$ cat config.mk
export PLATFORM = sky130hd
export DESIGN_NAME = tff_counter_flat
export DESIGN_NICKNAME = d
export VERILOG_FILES = /design/src/rtl/tff_counter_pkg.sv /design/src/rtl/tff_counter_if.sv /design/src/rtl/tff_cell.sv /design/src/rtl/tff_counter.sv /design/src/flat_wrapper.sv
export SDC_FILE = /design/constraint.sdc
export NUM_CORES = 1
export LEC_CHECK = 0
export ABC_AREA = 1
export ABC_CLOCK_PERIOD_IN_PS = 1000
export CAP_MARGIN = 20
export CORE_AREA = 2 2 39 41
export DETAILED_ROUTE_END_ITERATION = 16
export DIE_AREA = 0 0 41 43
export HOLD_SLACK_MARGIN = 0.05
export PLACE_DENSITY = 0.65
export RECOVER_POWER = 100
export SYNTH_ARGS = -nofsm -noshare
export SYNTH_HDL_FRONTEND = slang
export SYNTH_SLANG_ARGS = --single-unit
export TNS_END_PERCENT = 100
$ cat constraint.sdc
create_clock -name clk -period 1 [get_ports clk]
set_input_delay 0.1 -clock clk [delete_from_list [all_inputs] [get_ports clk]]
set_output_delay 0.1 -clock clk [all_outputs]
set_load 0.01 [all_outputs]
$ cat src/rtl/tff_counter_pkg.sv
// Shared types and limits for the T flip-flop counter.
//   cnt_dir_e : count direction encoding (DIR_DOWN = 0, DIR_UP = 1)
//   MAX_WIDTH : largest supported counter width
package tff_counter_pkg;

  typedef enum logic {
    DIR_DOWN = 1'b0,
    DIR_UP   = 1'b1
  } cnt_dir_e;

  localparam int unsigned MAX_WIDTH = 32;

endpackage

$ cat src/rtl/tff_counter_if.sv
// Control/status bundle for tff_counter.
//   en, up, clr, load, load_val : driven by the controller (master)
//   q, tc, ovf                  : driven by the counter (slave)
interface tff_counter_if #(
  parameter int unsigned WIDTH = 4
);
  logic             en;
  logic             up;
  logic             clr;
  logic             load;
  logic [WIDTH-1:0] load_val;
  logic [WIDTH-1:0] q;
  logic             tc;
  logic             ovf;

  modport master (
    output en, up, clr, load, load_val,
    input  q, tc, ovf
  );

  modport slave (
    input  en, up, clr, load, load_val,
    output q, tc, ovf
  );
endinterface

$ cat src/rtl/tff_cell.sv
// One bit of the counter: a T flip-flop with async reset, sync clear and load.
//   clk     : rising-edge clock
//   rst     : asynchronous active-high reset, loads rst_val
//   rst_val : reset value of this bit
//   clr     : synchronous clear (beats load and t)
//   load    : synchronous load of d (beats t)
//   d       : load data
//   t       : toggle enable
//   q       : registered bit
module tff_cell (
  input  logic clk,
  input  logic rst,
  input  logic rst_val,
  input  logic clr,
  input  logic load,
  input  logic d,
  input  logic t,
  output logic q
);

  always_ff @(posedge clk or posedge rst) begin
    if (rst) begin
      q <= rst_val;
    end else if (clr) begin
      q <= 1'b0;
    end else if (load) begin
      q <= d;
    end else if (t) begin
      q <= ~q;
    end
  end

endmodule

$ cat src/rtl/tff_counter.sv
// Up/down counter built from a chain of T flip-flop cells.
//   clk : rising-edge clock
//   rst : asynchronous active-high reset (q = RST_VAL, ovf = 0)
//   bus : slave side of tff_counter_if
//         en/up/clr/load/load_val in; q (count), tc (combinational terminal
//         count), ovf (registered one-cycle wrap/blocked-step pulse) out
module tff_counter
  import tff_counter_pkg::*;
#(
  parameter int unsigned      WIDTH    = 4,
  parameter logic [WIDTH-1:0] RST_VAL  = '0,
  parameter bit               SATURATE = 1'b0
) (
  input  logic          clk,
  input  logic          rst,
  tff_counter_if.slave  bus
);

  if (WIDTH < 1 || WIDTH > MAX_WIDTH) begin : gen_width_check
    $error("tff_counter: WIDTH out of range");
  end

  cnt_dir_e         dir;
  logic [WIDTH-1:0] q;
  logic [WIDTH-1:0] t;
  logic             tc;
  logic             step_en;
  logic             ovf_d;
  logic             ovf_q;

  assign dir = cnt_dir_e'(bus.up);

  // At a limit the plain toggle rule wraps; in saturate mode we suppress all
  // toggles so the count holds.
  assign tc      = (dir == DIR_UP) ? (&q) : ~(|q);
  assign step_en = bus.en & ~(SATURATE & tc);

  // Bit i toggles when every lower bit is 1 (up) or 0 (down). Each bit uses
  // its own masked reduction so there is no combinational self-reference.
  always_comb begin
    t = '0;
    for (int i = 0; i < int'(WIDTH); i++) begin
      logic [WIDTH-1:0] mask;
      mask = (WIDTH'(1) << i) - WIDTH'(1);
      if (dir == DIR_UP) begin
        t[i] = step_en & ((q & mask) == mask);
      end else begin
        t[i] = step_en & ((q & mask) == '0);
      end
    end
  end

  for (genvar i = 0; i < int'(WIDTH); i++) begin : gen_cells
    tff_cell u_cell (
      .clk     (clk),
      .rst     (rst),
      .rst_val (RST_VAL[i]),
      .clr     (bus.clr),
      .load    (bus.load),
      .d       (bus.load_val[i]),
      .t       (t[i]),
      .q       (q[i])
    );
  end

  // ovf flags a wrap or a blocked step; clr and load take precedence over en.
  assign ovf_d = bus.en & tc & ~bus.clr & ~bus.load;

  always_ff @(posedge clk or posedge rst) begin
    if (rst) begin
      ovf_q <= 1'b0;
    end else begin
      ovf_q <= ovf_d;
    end
  end

  assign bus.q   = q;
  assign bus.tc  = tc;
  assign bus.ovf = ovf_q;

endmodule

$ cat src/flat_wrapper.sv
// flat-port wrapper written by rule: the top's interface ports become plain ports
module tff_counter_flat import tff_counter_pkg::*;
#(
  parameter int unsigned      WIDTH    = 4,
  parameter logic [WIDTH-1:0] RST_VAL  = '0,
  parameter bit               SATURATE = 1'b0
)
  (clk, rst, bus_en, bus_up, bus_clr, bus_load, bus_load_val, bus_q, bus_tc, bus_ovf);
  tff_counter_if #(.WIDTH(WIDTH)) bus_i ();
  input  logic clk;
  input  logic rst;
  input wire logic [$bits(bus_i.en)-1:0] bus_en;
  input wire logic [$bits(bus_i.up)-1:0] bus_up;
  input wire logic [$bits(bus_i.clr)-1:0] bus_clr;
  input wire logic [$bits(bus_i.load)-1:0] bus_load;
  input wire logic [$bits(bus_i.load_val)-1:0] bus_load_val;
  output wire logic [$bits(bus_i.q)-1:0] bus_q;
  output wire logic [$bits(bus_i.tc)-1:0] bus_tc;
  output wire logic [$bits(bus_i.ovf)-1:0] bus_ovf;
  assign bus_i.en = bus_en;
  assign bus_i.up = bus_up;
  assign bus_i.clr = bus_clr;
  assign bus_i.load = bus_load;
  assign bus_i.load_val = bus_load_val;
  assign bus_q = bus_i.q;
  assign bus_tc = bus_i.tc;
  assign bus_ovf = bus_i.ovf;
  tff_counter #(.WIDTH(WIDTH), .RST_VAL(RST_VAL), .SATURATE(SATURATE)) u_core (.clk(clk), .rst(rst), .bus(bus_i));
endmodule
==> impl_metrics.env <==
export IMPL_status="complete, but fails checks"
export IMPL_violations="negative setup slack"
export IMPL_yosys_warnings=0
export IMPL_fin_setup_tns_ns=-1.06
export IMPL_drv_slew=0
export IMPL_die_w_um=41
export IMPL_place_ws_ns=-0.554
export IMPL_slowest_stage="dfrtp_1"
export IMPL_reg2reg_to="u_core.gen_cells[1].u_cell.q$_DFFE_PP0P_"
export IMPL_setup_viol=6
export IMPL_antenna_cells=0
export IMPL_fin_nets=96
export IMPL_r2r_cells=9
export IMPL_yosysTopAreaCell="dfrtp_1"
export IMPL_dp_hpwl_um=754
export IMPL_die_h_um=43
export IMPL_worst_path_buf_inv=1
export IMPL_cp_cell_sequence="nor2_2 -> nand2_2 -> o22ai_2 -> buf_2"
export IMPL_path_clk_slew_ns=0.05
export IMPL_htree_levels=1
export IMPL_grt_pass1_vias=427
export IMPL_seq_area_frac_synth=0.324
export IMPL_vias=464
export IMPL_rows=14
export IMPL_drtIter0Drc=5
export IMPL_critPathTopFamily="flip-flops"
export IMPL_crit_start="u_core.gen_cells[0].u_cell.q$_DFFE_PP0P_"
export IMPL_final_cell_mix="9 x nand2_1, 9 x buf_6, 9 x buf_4, 8 x clkdlybuf4s50_1, 7 x nand2_2"
export IMPL_synth_top_cell_area_share=0.324
export IMPL_drv_cap=0
export IMPL_clockBufferDepth=2
export IMPL_period_needed_ns=1.25
export IMPL_startpoint_type="flip-flop"
export IMPL_path_class="flip-flop to output port"
export IMPL_cts_root_buffer="clkbuf_4"
export IMPL_finalHoldViolCount=0
export IMPL_regToRegStartpoint="u_core.gen_cells[0].u_cell.q$_DFFE_PP0P_"
export IMPL_grt_pass1_wl_um=1680
export IMPL_design_die_area_mm2=0.00176
export IMPL_max_freq_mhz=800
export IMPL_gp_congestion=0.672
export IMPL_tightestPinTransition_ns=0.243
export IMPL_end_kind="output port"
export IMPL_cts_tree="yes"
export IMPL_clk_latency_ns=0.24
export IMPL_vias_per_cell=4.59
export IMPL_ys_types=16
export IMPL_numCtsBuffers=3
export IMPL_grt_max_degree=9
export IMPL_hold_buffers=0
export IMPL_critPathRequiredTime_ns=0.90
export IMPL_antenna_found_initial=0
export IMPL_ys_seq_elements=5
export IMPL_rsz0062_at_grt="yes"
export IMPL_synth_cells=55
export IMPL_layout_drive_gt1_share=0.529
export IMPL_syn_area_um2=387
export IMPL_clock_sinks=5
export IMPL_synth_area_leaders="dfrtp_1 32%, nand2_1 15%, nand3_1 7.8%, buf_4 7.8%, inv_1 5.8%"
export IMPL_syn_nets=65
export IMPL_vdd_drop_max_mv=0.503
export IMPL_skew_ns=0.00371
export IMPL_synth_area_per_cell_um2=7.03
export IMPL_start_util=0.279
export IMPL_fill_cells=133
export IMPL_relSlewSlack=0.837
export IMPL_ff2ff_setup_slack_ns=-0.24
export IMPL_setup_ws_ns=-0.250
export IMPL_crit_path_max_incr_delay_ns=0.41
export IMPL_grt_overflow_total=0
export IMPL_core_area_mm2=0.00138
export IMPL_antenna_left=0
export IMPL_wl_per_cell_um=10.3
export IMPL_ios=16
export IMPL_critPathMaxFanout=3
export IMPL_p_per_area_mw_per_mm2=1120
export IMPL_hp_class="primary input to async pin"
export IMPL_p_leak_nw=0.346
export IMPL_dr_pass1_iters=4
export IMPL_drc=0
export IMPL_fin_crit_sh=1.25
export IMPL_track_usage=0.146
export IMPL_wirelength_um=1050
export IMPL_syn2layout_area_growth_pct=92.2
export IMPL_portBuffers=15
export IMPL_cp_arrival_ns=1.15
-- cell families after synthesis --
logic type,count (synthesis),share of synthesized area
buf+inv,11,0.146
simple gates,31,0.372
flops,5,0.324
compound gates,8,0.159
-- cells in the mapped netlist --
master    count
inv_2         1
nor2_1        5
o22ai_2       1
or2_1         1
nand2_1      15
nand3_1       6
nor2_4        1
or2_4         1
o21ai_2       1
a211oi_1      1
o211ai_1      3
a21oi_1       2
nand2_2       2
dfrtp_1       5
inv_1         6
buf_4         4
-- per-stage QoR --
| stage | hold slack, ns | power, mW | util | instance area [um^2] | cells |
|---|---|---|---|---|---|
| 4_1_cts | 0.0740 | 0.786 | 0.486 | 673 | 99 |
| 6_report | 0.211 | 0.834 | 0.537 | 743 | 101 |
| 5_1_grt | 0.236 | 0.897 | 0.537 | 743 | 101 |
| 2_1_floorplan | -0.121 | 0.375 | - | 387 | 55 |
| 3_5_place_dp | 0.325 | 0.520 | 0.446 | 617 | 94 |
| 3_3_place_gp | 0.315 | 0.518 | 0.446 | 617 | 94 |
-- final cells by class --
type | instances | area, um^2 | share of cell area
clock buffer | 4 | 26.3 | 0.0354
inverter | 7 | 26.3 | 0.0354
multi-input combinational | 39 | 267 | 0.359
sequential | 5 | 125 | 0.168
tap | 16 | 20.0 | 0.0269
timing repair buffer | 30 | 279 | 0.375
-- routing by layer --
layer | GRT usage | share of wire | wire [um]
met2 | 0.216 | 0.52 | 543
met3 | 0.0628 | 0.066 | 69
met4 | 0.0800 | 0.013 | 14
met5 | 0 | 0 | 0
met1 | 0.169 | 0.40 | 417
-- where the power goes --
group	internal, mW	total [mW]	switching (mW)
sequential	0.222	0.242	0.0198
combinational	0.202	0.357	0.155
clock	0.151	0.235	0.0841
-- worst max-delay path by stage --
stage / to / cells after the start
finish: bus_tc / 4
global route: bus_tc / 4
CTS: bus_tc / 4
detailed placement: bus_tc / 4
global placement: bus_tc / 4
floorplan: u_core.bus.ovf$_DFF_PP0_ / 4
-- sequential cells by signal, indices dropped and copies added, names as in the netlist --
name                       flops
u_core.gen_cells.u_cell.q      4
u_core.bus.ovf                 1
-- what timing repair did --
item	4_1_cts	5_1_grt
pin swaps	4	11
endpoints found under the setup margin	10	11
setup buffers	3	5
resized for setup	28	20
Note: power is estimated with default switching activity, not from simulation.
